<file path="src/rtl/cnn_stream_sequencer_if.sv">
// Byte-stream and store-side signal bundle for the CNN stream sequencer.
// Latency: none, wiring only.
// Backpressure: in_ready from the sequencer gates in_valid/data_in from the source.
// Ports: master = byte source (drives mode/in_valid/data_in, observes everything else);
//        slave  = sequencer (observes the byte stream, drives strobes, addresses, data and status).
interface cnn_stream_sequencer_if #(
  parameter int DW = 8,
  parameter int AW = 5,
  parameter int PW = 4
);
  logic                 mode;
  logic                 in_valid;
  logic signed [DW-1:0] data_in;
  logic                 in_ready;
  logic                 conv_we;
  logic                 fc_we;
  logic [AW-1:0]        wt_addr;
  logic signed [DW-1:0] wt_data;
  logic                 pix_we;
  logic [PW-1:0]        pix_row;
  logic [PW-1:0]        pix_col;
  logic signed [DW-1:0] pix_data;
  logic                 win_valid;
  logic                 load_done;
  logic                 frame_done;
  logic                 seq_err;

  modport master (
    output mode, in_valid, data_in,
    input  in_ready, conv_we, fc_we, wt_addr, wt_data, pix_we, pix_row, pix_col,
           pix_data, win_valid, load_done, frame_done, seq_err
  );

  modport slave (
    input  mode, in_valid, data_in,
    output in_ready, conv_we, fc_we, wt_addr, wt_data, pix_we, pix_row, pix_col,
           pix_data, win_valid, load_done, frame_done, seq_err
  );
endinterface

</file>
<file path="src/rtl/cnn_stream_sequencer.sv">
// Front-end controller: steers the byte stream into conv/FC weight stores and image line buffers.
// Latency: strobes, address, data, row/col and flags are registered, one cycle after the accepted byte.
// Backpressure: in_ready is low in IDLE and LOADED; in_valid low stalls all counters.
// Ports: clk (rising edge), rst (async active-low), bus (slave modport): mode/in_valid/data_in in;
//        in_ready, conv_we/fc_we/wt_addr/wt_data, pix_we/pix_row/pix_col/pix_data,
//        win_valid, load_done, frame_done, seq_err out.
module cnn_stream_sequencer #(
  parameter int DW       = 8,
  parameter int CONV_NUM = 27,
  parameter int FC_NUM   = 27,
  parameter int AW       = 5,
  parameter int IMG_H    = 11,
  parameter int IMG_W    = 12,
  parameter int K        = 3,
  parameter int PW       = 4
) (
  input logic                   clk,
  input logic                   rst,
  cnn_stream_sequencer_if.slave bus
);

  localparam logic [AW-1:0] CONV_LAST = AW'(CONV_NUM - 1);
  localparam logic [AW-1:0] FC_LAST   = AW'(FC_NUM - 1);
  localparam logic [PW-1:0] ROW_LAST  = PW'(IMG_H - 1);
  localparam logic [PW-1:0] COL_LAST  = PW'(IMG_W - 1);
  localparam logic [PW-1:0] WIN_MIN   = PW'(K - 1);

  typedef enum logic [2:0] {
    S_IDLE,
    S_LOAD_CONV,
    S_LOAD_FC,
    S_LOADED,
    S_STREAM
  } state_t;

  state_t               r_state;
  logic [AW-1:0]        r_cnt;
  logic [PW-1:0]        r_row;
  logic [PW-1:0]        r_col;
  logic                 r_in_ready;
  logic                 r_conv_we;
  logic                 r_fc_we;
  logic [AW-1:0]        r_wt_addr;
  logic signed [DW-1:0] r_wt_data;
  logic                 r_pix_we;
  logic [PW-1:0]        r_pix_row;
  logic [PW-1:0]        r_pix_col;
  logic signed [DW-1:0] r_pix_data;
  logic                 r_win_valid;
  logic                 r_load_done;
  logic                 r_frame_done;
  logic                 r_seq_err;

  logic w_xfer;
  assign w_xfer = bus.in_valid && r_in_ready;

  always_ff @(posedge clk or negedge rst) begin
    if (!rst) begin
      r_state      <= S_IDLE;
      r_cnt        <= '0;
      r_row        <= '0;
      r_col        <= '0;
      r_in_ready   <= 1'b0;
      r_conv_we    <= 1'b0;
      r_fc_we      <= 1'b0;
      r_wt_addr    <= '0;
      r_wt_data    <= '0;
      r_pix_we     <= 1'b0;
      r_pix_row    <= '0;
      r_pix_col    <= '0;
      r_pix_data   <= '0;
      r_win_valid  <= 1'b0;
      r_load_done  <= 1'b0;
      r_frame_done <= 1'b0;
      r_seq_err    <= 1'b0;
    end else begin
      // Strobes and pulses are single-cycle unless re-armed by a transfer below.
      r_conv_we    <= 1'b0;
      r_fc_we      <= 1'b0;
      r_pix_we     <= 1'b0;
      r_win_valid  <= 1'b0;
      r_frame_done <= 1'b0;

      case (r_state)
        S_IDLE: begin
          r_cnt      <= '0;
          r_row      <= '0;
          r_col      <= '0;
          r_in_ready <= 1'b1;
          if (!bus.mode) begin
            r_state     <= S_LOAD_CONV;
            r_load_done <= 1'b0;
          end else begin
            r_state <= S_STREAM;
          end
        end

        S_LOAD_CONV, S_LOAD_FC: begin
          if (bus.mode) begin
            // Mode flip mid-load: the in-flight byte is dropped.
            r_seq_err  <= 1'b1;
            r_state    <= S_IDLE;
            r_in_ready <= 1'b0;
            r_cnt      <= '0;
          end else if (w_xfer) begin
            r_wt_addr <= r_cnt;
            r_wt_data <= bus.data_in;
            if (r_state == S_LOAD_CONV) begin
              r_conv_we <= 1'b1;
              if (r_cnt == CONV_LAST) begin
                r_cnt   <= '0;
                r_state <= S_LOAD_FC;
              end else begin
                r_cnt <= r_cnt + 1'b1;
              end
            end else begin
              r_fc_we <= 1'b1;
              if (r_cnt == FC_LAST) begin
                r_cnt      <= '0;
                r_state    <= S_LOADED;
                r_in_ready <= 1'b0;
              end else begin
                r_cnt <= r_cnt + 1'b1;
              end
            end
          end
        end

        S_LOADED: begin
          // Entered on the edge that raised the last fc_we, so load_done trails it by a cycle.
          r_load_done <= 1'b1;
          if (bus.mode) begin
            r_state    <= S_STREAM;
            r_in_ready <= 1'b1;
          end
        end

        S_STREAM: begin
          if (!bus.mode) begin
            // Leaving on a frame boundary is a clean weight reload; mid-frame it is an error.
            if (r_row != '0 || r_col != '0) begin
              r_seq_err <= 1'b1;
            end
            r_state    <= S_IDLE;
            r_in_ready <= 1'b0;
            r_row      <= '0;
            r_col      <= '0;
          end else if (w_xfer) begin
            r_pix_we     <= 1'b1;
            r_pix_row    <= r_row;
            r_pix_col    <= r_col;
            r_pix_data   <= bus.data_in;
            r_win_valid  <= (r_row >= WIN_MIN) && (r_col >= WIN_MIN);
            r_frame_done <= (r_row == ROW_LAST) && (r_col == COL_LAST);
            if (r_col == COL_LAST) begin
              r_col <= '0;
              r_row <= (r_row == ROW_LAST) ? '0 : r_row + 1'b1;
            end else begin
              r_col <= r_col + 1'b1;
            end
          end
        end

        default: begin
          r_state    <= S_IDLE;
          r_in_ready <= 1'b0;
        end
      endcase
    end
  end

  assign bus.in_ready   = r_in_ready;
  assign bus.conv_we    = r_conv_we;
  assign bus.fc_we      = r_fc_we;
  assign bus.wt_addr    = r_wt_addr;
  assign bus.wt_data    = r_wt_data;
  assign bus.pix_we     = r_pix_we;
  assign bus.pix_row    = r_pix_row;
  assign bus.pix_col    = r_pix_col;
  assign bus.pix_data   = r_pix_data;
  assign bus.win_valid  = r_win_valid;
  assign bus.load_done  = r_load_done;
  assign bus.frame_done = r_frame_done;
  assign bus.seq_err    = r_seq_err;

endmodule
</file>
<file path="src/flat_wrapper.sv">
// flat-port wrapper written by rule: the top's interface ports become plain ports
module cnn_stream_sequencer_flat 
#(
  parameter int DW       = 8,
  parameter int CONV_NUM = 27,
  parameter int FC_NUM   = 27,
  parameter int AW       = 5,
  parameter int IMG_H    = 11,
  parameter int IMG_W    = 12,
  parameter int K        = 3,
  parameter int PW       = 4
)
  (clk, rst, bus_mode, bus_in_valid, bus_data_in, bus_in_ready, bus_conv_we, bus_fc_we, bus_wt_addr, bus_wt_data, bus_pix_we, bus_pix_row, bus_pix_col, bus_pix_data, bus_win_valid, bus_load_done, bus_frame_done, bus_seq_err);
  cnn_stream_sequencer_if #(.DW(DW), .AW(AW), .PW(PW)) bus_i ();
  input logic clk;
  input logic rst;
  input wire logic [$bits(bus_i.mode)-1:0] bus_mode;
  input wire logic [$bits(bus_i.in_valid)-1:0] bus_in_valid;
  input wire logic [$bits(bus_i.data_in)-1:0] bus_data_in;
  output wire logic [$bits(bus_i.in_ready)-1:0] bus_in_ready;
  output wire logic [$bits(bus_i.conv_we)-1:0] bus_conv_we;
  output wire logic [$bits(bus_i.fc_we)-1:0] bus_fc_we;
  output wire logic [$bits(bus_i.wt_addr)-1:0] bus_wt_addr;
  output wire logic [$bits(bus_i.wt_data)-1:0] bus_wt_data;
  output wire logic [$bits(bus_i.pix_we)-1:0] bus_pix_we;
  output wire logic [$bits(bus_i.pix_row)-1:0] bus_pix_row;
  output wire logic [$bits(bus_i.pix_col)-1:0] bus_pix_col;
  output wire logic [$bits(bus_i.pix_data)-1:0] bus_pix_data;
  output wire logic [$bits(bus_i.win_valid)-1:0] bus_win_valid;
  output wire logic [$bits(bus_i.load_done)-1:0] bus_load_done;
  output wire logic [$bits(bus_i.frame_done)-1:0] bus_frame_done;
  output wire logic [$bits(bus_i.seq_err)-1:0] bus_seq_err;
  assign bus_i.mode = bus_mode;
  assign bus_i.in_valid = bus_in_valid;
  assign bus_i.data_in = bus_data_in;
  assign bus_in_ready = bus_i.in_ready;
  assign bus_conv_we = bus_i.conv_we;
  assign bus_fc_we = bus_i.fc_we;
  assign bus_wt_addr = bus_i.wt_addr;
  assign bus_wt_data = bus_i.wt_data;
  assign bus_pix_we = bus_i.pix_we;
  assign bus_pix_row = bus_i.pix_row;
  assign bus_pix_col = bus_i.pix_col;
  assign bus_pix_data = bus_i.pix_data;
  assign bus_win_valid = bus_i.win_valid;
  assign bus_load_done = bus_i.load_done;
  assign bus_frame_done = bus_i.frame_done;
  assign bus_seq_err = bus_i.seq_err;
  cnn_stream_sequencer #(.DW(DW), .CONV_NUM(CONV_NUM), .FC_NUM(FC_NUM), .AW(AW), .IMG_H(IMG_H), .IMG_W(IMG_W), .K(K), .PW(PW)) u_core (.clk(clk), .rst(rst), .bus(bus_i));
endmodule
</file>
<file path="config.mk">
export PLATFORM = sky130hd
export DESIGN_NAME = cnn_stream_sequencer_flat
export DESIGN_NICKNAME = d
export VERILOG_FILES = /design/src/rtl/cnn_stream_sequencer_if.sv /design/src/rtl/cnn_stream_sequencer.sv /design/src/flat_wrapper.sv
export SDC_FILE = /design/constraint.sdc
export NUM_CORES = 1
export LEC_CHECK = 0
export ABC_AREA = 1
export BUFFER_PORTS_ARGS = -buffer_cell sky130_fd_sc_hd__buf_2
export CORE_MARGIN = 4
export CORE_UTILIZATION = 55
export DETAILED_ROUTE_END_ITERATION = 12
export HOLD_SLACK_MARGIN = 0.08
export MAX_ROUTING_LAYER = met4
export PLACE_DENSITY_LB_ADDON = 0.3
export SETUP_SLACK_MARGIN = 0.02
export SYNTH_ARGS = -nofsm -noshare
export SYNTH_HDL_FRONTEND = slang
export SYNTH_SLANG_ARGS = --single-unit
</file>
<file path="constraint.sdc">
create_clock -name clk -period 1.5 [get_ports clk]
set_input_delay 0.3 -clock clk [delete_from_list [all_inputs] [get_ports clk]]
set_output_delay 0.3 -clock clk [all_outputs]
set_load 0.02 [all_outputs]
</file>
# --- After elaboration in Yosys (flattened, before gate mapping) ---
# Cells that the tools add are included.
# W data, S select, Z words.
word_totals:
  wordCells: 111
  ff_bits: 53
  out_inout_bits: 37
  inputBits: 12
op_classes:
  bitwise: 1
  mux: 50
  n_eq_ne: 17
  n_reduce_logical: 21
  order_cmp: 2
  add_sub_neg: 3
op_table:
  columns: ["cell", "count"]
  rows:
  - ["$mux W4", 7]
  - ["$mux W1", 25]
  - ["$mux W3", 8]
  - ["$pmux W4 S2", 2]
  - ["$mux W5", 3]
  - ["$ne A3 B2 Y1 const B", 4]
  - ["$pmux W3 S4", 1]
  - ["$pmux W5 S2", 1]
  - ["$reduce_and A3 Y1", 3]
  - ["$add A4 B1 Y4 const B", 2]
  - ["$eq A4 B4 Y1 const B", 2]
  - ["$ge A4 B2 Y1 const B", 2]
  - ["$ne A2 B2 Y1 const B", 4]
  - ["$reduce_and A4 Y1", 2]
  - ["$reduce_bool A2 Y1", 4]
  - ["$reduce_bool A4 Y1", 2]
  - ["$eq A3 B2 Y1 const B", 2]
  - ["$reduce_and A2 Y1", 3]
  - ["$add A5 B1 Y5 const B", 1]
  - ["$eq A5 B5 Y1 const B", 1]
  - ["$reduce_and A5 Y1", 1]
  - ["$pmux W1 S2", 2]
  - ["$pmux W1 S4", 1]
  - ["$eq A3 B1 Y1 const B", 1]
  - ["8 further kinds", 10]

# --- Logic depth before layout (Yosys ltp) ---
depth:
  ltp_word: 6
  mapped_depth: 8
  mapped_depth_nobuf: 8

# --- Worst setup path before layout ---
# No wires, ideal clock.
synth_timing:
  path_type: "register to register"
  from: "register u_core.r_in_ready, in the netlist u_core.bus.in_ready"
  to: "register u_core.r_pix_col[0], in the netlist u_core.bus.pix_col[0]"
  arrival_time_ns: 1.232
  setup_time_ns: 0.128
  setup_slack_ns: 0.140
  period_less_slack_ns: 1.360
  required_time_ns: 1.372
  path_stages_with_launch: 7
  cell_sequence: "dfrtp_1 -> nand2_1 -> inv_1 -> nand2_4 -> buf_2 -> nand2_1 -> o21ai_0"
synth_between:
  elab_chain_len: 2
synth_rtl:
  columns: ["element", "line", "rtl"]
  rows:
  - ["start, declared", "cnn_stream_sequencer.sv:40", "logic r_in_ready;"]
  - ["start signal, assigned", "cnn_stream_sequencer.sv:63", "r_in_ready <= 1'b0;"]
  - ["start signal, assigned", "cnn_stream_sequencer.sv:89", "r_in_ready <= 1'b1;"]
  - ["start signal, assigned", "cnn_stream_sequencer.sv:103", "r_in_ready <= 1'b0;"]
  - ["$logic_and A1 B1 Y1", "cnn_stream_sequencer.sv:55", "assign w_xfer = bus.in_valid && r_in_ready;"]
  - ["$reduce_and A3 Y1 (no source line)", null, null]
  - ["end signal, assigned", "cnn_stream_sequencer.sv:151", "r_pix_col <= r_col;"]
  - ["end, declared", "cnn_stream_sequencer.sv:47", "logic [PW-1:0] r_pix_col;"]
# No other way between the ends.
# A chain may end at the register's enable or synchronous reset.

# --- Final worst setup path ---
layout_timing:
  from: "register u_core.r_state[1]"
  to: "register u_core.r_wt_addr[1], in the netlist u_core.bus.wt_addr[1]"
layout_between:
  elab_chain_len: 3
layout_rtl:
  columns: ["element", "line", "rtl"]
  rows:
  - ["start, declared", "cnn_stream_sequencer.sv:36", "state_t r_state;"]
  - ["start signal, assigned", "cnn_stream_sequencer.sv:59", "r_state <= S_IDLE;"]
  - ["start signal, assigned", "cnn_stream_sequencer.sv:91", "r_state <= S_LOAD_CONV;"]
  - ["start signal, assigned", "cnn_stream_sequencer.sv:94", "r_state <= S_STREAM;"]
  - ["$eq A3 B2 Y1 / $eq A3 B1 Y1 (equally long branches)", "cnn_stream_sequencer.sv:84", "case (r_state)"]
  - ["$reduce_or A2 Y1 (*)", "cnn_stream_sequencer.sv:84", null]
  - ["$reduce_and A3 Y1 (no source line) (*)", null, null]
  - ["end signal, assigned", "cnn_stream_sequencer.sv:106", "r_wt_addr <= r_cnt;"]
  - ["end, declared", "cnn_stream_sequencer.sv:43", "logic [AW-1:0] r_wt_addr;"]
# Mark *: on every way between the ends. The rest lies on a longest branch, timed or not.

==> flow_metrics.tcl <==
set metrics [dict create \
    start_util 0.578 \
    core_um2 4440 \
    status "complete, no violations" \
    period_minus_slack_ns 1.41 \
    min_path_cells 3 \
    drive_gt1_frac 0.317 \
    cp.arrival_ns 1.60 \
    tritoncts "done" \
    critPathRequiredTime_ns 1.69 \
    whs_endpoint "u_core.bus.wt_data[3]$_DFFE_PN0P_" \
    path_common_cell "nand2_1" \
    hp-class "in2reg" \
    antenna_found_initial 0 \
    grt_pass1_wl_um 8780 \
    maxCapViolations 0 \
    fin_nets 357 \
    rsz0062_at_grt "yes" \
    yosysSeqAreaShare 0.516 \
    globalRouteOverflowTotal 0 \
    ant_nets 0 \
    path_clk_slew_ns 0.09 \
    dieArea_um2 5830 \
    first_pass_iters 4 \
    power.density_nw_per_um2 1640 \
    ys_warn_count 0 \
    hold_viol 0 \
    sequentialPowerShare 0.403 \
    cts_buffers 5 \
    synth-main-ff-cell "dfrtp_1" \
    route.vias.total 1993 \
    sw_frac_of_total 0.423 \
    tightest_slew_ns 0.459 \
    ys_async_sr_fraction 1.00 \
    clkPwrFrac 0.159 \
    setup_viol_count_final 0 \
    routed_wl_um 4950 \
    dieWidth_um 76.3 \
    grt_use_total 0.187 \
    clock_skew_ns 0.00680 \
    place_inst 380 \
    fin_crit_sh 0.940 \
    reg2reg_depth 6 \
    p_int_mw 2.85 \
    syn_area_per_cell_um2 9.27 \
    synth_nets 297 \
    seq_area_um2 1330 \
    multi_input_area_um2 1060 \
    detail_route.wl_per_cell_um 12.7 \
    grt_max_degree 35 \
    path_cells "nand2_1, nand2_2, nor2_4, nand2_4, nand2_1, o21ai_2" \
    synth_cells 277 \
    path_max_fanout 26 \
    stdcell_count 390 \
    min_from "bus_data_in[3]" \
    tns_ns 0 \
    portBuffers 48 \
    cp_slowest_cell "dfrtp_1" \
    syn_area_um2 2570 \
    fmax_mhz 709 \
    insertion_delay_ns 0.30 \
    power_switching_mw 2.09 \
    pwr-share-comb 0.438 \
    h-tree-depth 2 \
    max-vdd-ir-drop_uv 806 \
    drc_errors 0 \
    clock_sinks 53 \
    drtIter0Drc 125 \
    via_per_inst 5.11 \
    leakage_nw 1.60 \
    cp_slowest_stage_delay_ns 0.43 \
    crit_type "reg2reg" \
    ios 49 \
    synth_cell_types 24 \
    antenna_cells 0 \
    clockBufferDepth 2 \
    r2r-start "u_core.r_state[1]$_DFFE_PN0P_" \
    dp_hpwl_um 3670 \
    finalMaxSlewViolations 0 \
    num_rows 24 \
    r2r_setup_slack_ns 0.09 \
    synth-seq-cells 53 \
    p_total_mw 4.95 \
    synth_edf_count 0 \
    relSlewSlack 0.694 \
    r2r_end "u_core.bus.wt_addr[1]$_DFFE_PN0P_" \
    start_kind "register" \
    gp_congestion 0.838 \
    endpoint_kind "register" \
    die_h_um 76.3 \
    grt_pass1_vias 1948 \
    clockRootBuffer "clkbuf_8" \
    fillers 357 \
    area_delta_synth_final_pct 17.4 \
]
## worst max-delay path, delay by kind of cell (launching register included)
kind / cells / cell delay (ns)
AO/OA/AOI/OAI: 1 / 0.06
flip-flops: 1 / 0.43
AND/OR/NAND/NOR: 5 / 0.80
## area by class of cell
cell class / count / area share
Sequential cell: 53 / 0.440
Multi-Input combinational cell: 184 / 0.353
Timing Repair Buffer: 61 / 0.117
Inverter: 32 / 0.0398
Clock buffer: 6 / 0.0241
Tap cell: 52 / 0.0216
Clock inverter: 2 / 0.00456
## state kept, by name (all words and copies together), names as in the netlist
name,count
u_core.bus.fc_we,1
u_core.bus.conv_we,1
u_core.r_row,4
u_core.bus.in_ready,1
u_core.r_state,3
u_core.r_col,4
u_core.r_cnt,5
u_core.bus.seq_err,1
u_core.bus.wt_data,8
u_core.bus.pix_row,4
u_core.bus.load_done,1
u_core.bus.win_valid,1
u_core.bus.pix_col,4
u_core.bus.pix_data,8
u_core.bus.frame_done,1
u_core.bus.pix_we,1
u_core.bus.wt_addr,5
## per-layer routing
metal | global-route usage | vias to the layer above | share of wire
met5 | - | - | 0
met3 | 0.0473 | 7 | 0.050
met2 | 0.304 | 42 | 0.48
met1 | 0.232 | 924 | 0.45
li1 | - | 1020 | -
met4 | 0.0562 | 0 | 0.015
## cell usage in the layout (no fill, tap or decap)
master	count
o21ai_0	22
nand2_4	2
dfrtp_2	1
nand2_2	11
clkbuf_1	1
nand4_1	9
xor2_1	2
buf_4	11
nand3b_1	1
o21ai_1	6
dfrtp_1	52
nand3_1	18
o21ai_2	15
inv_6	1
buf_12	1
nand2_8	2
inv_1	28
inv_2	4
clkbuf_8	5
nand2_1	60
a21oi_1	2
nor2_1	17
ha_1	8
nor2_4	3
a221oi_2	1
buf_2	48
a31oi_4	1
dlygate4sd3_1	1
clkinv_2	1
nor3_1	4
## cells in the mapped netlist (4+ instances only)
cell type | instances | area share
nand4_1 | 9 | 0.022
dfrtp_1 | 53 | 0.52
o21ai_0 | 22 | 0.043
o21ai_1 | 6 | 0.012
nand3_1 | 18 | 0.035
o21ai_2 | 15 | 0.051
nor2_1 | 17 | 0.025
inv_1 | 28 | 0.041
inv_2 | 4 | 0.0058
nor3_1 | 4 | 0.0078
nand2_2 | 11 | 0.027
nand2_1 | 60 | 0.088
buf_6 | 5 | 0.022
ha_1 | 8 | 0.039
## worst max-delay path by stage
stage                                    start  cells after the start                                 to
2_1_floorplan  u_core.bus.in_ready$_DFFE_PN0P_                      6  u_core.bus.pix_col[0]$_DFFE_PN0P_
3_3_place_gp     u_core.r_state[1]$_DFFE_PN0P_                      6  u_core.bus.wt_addr[3]$_DFFE_PN0P_
3_5_place_dp                          bus_mode                      5     u_core.bus.win_valid$_DFF_PN0_
4_1_cts          u_core.r_state[1]$_DFFE_PN0P_                      6  u_core.bus.wt_addr[3]$_DFFE_PN0P_
5_1_grt          u_core.r_state[1]$_DFFE_PN0P_                      6  u_core.bus.wt_addr[1]$_DFFE_PN0P_
6_report         u_core.r_state[1]$_DFFE_PN0P_                      6  u_core.bus.wt_addr[1]$_DFFE_PN0P_
## stage by stage
stage	setup slack, ns	hold WS, ns	utilization	instance area [µm²]
2_1_floorplan	0.140	0.00441	-	2570
3_3_place_gp	0.118	0.273	0.651	2900
3_5_place_dp	0.0867	0.272	0.651	2900
4_1_cts	0.0913	0.247	0.673	2990
5_1_grt	-0.00174	0.239	0.678	3020
6_report	0.0902	0.250	0.678	3020
## logic make-up (layout without fill, tap and decap cells)
logic type,Yosys count,in the layout,share of synthesized area
buffers and inverters,40,101,0.0755
AOI/OAI and AO/OA,47,47,0.121
adders and majority gates,8,8,0.0390
xor gates and xnor gates,2,2,0.00682
DFF,53,53,0.516
and+or+nand+nor,127,127,0.241
## timing repair
action,in CTS,in global routing
hold buffers,1,0
buffers inserted,0,1
endpoints found under the hold margin,18,0
resized for setup,0,3
setup endpoints to repair,0,10
## power by group through the flow
stage          registers (mW)  logic, mW  clock network [mW]
3_3_place_gp             2.01       2.10                   0
3_5_place_dp             2.02       2.14                   0
2_1_floorplan            2.31       1.20                   0
5_1_grt                  2.05       2.39               0.883
4_1_cts                  2.00       2.15               0.814
6_report                 2.00       2.16               0.785
Note: power is estimated with default switching activity, not from simulation.
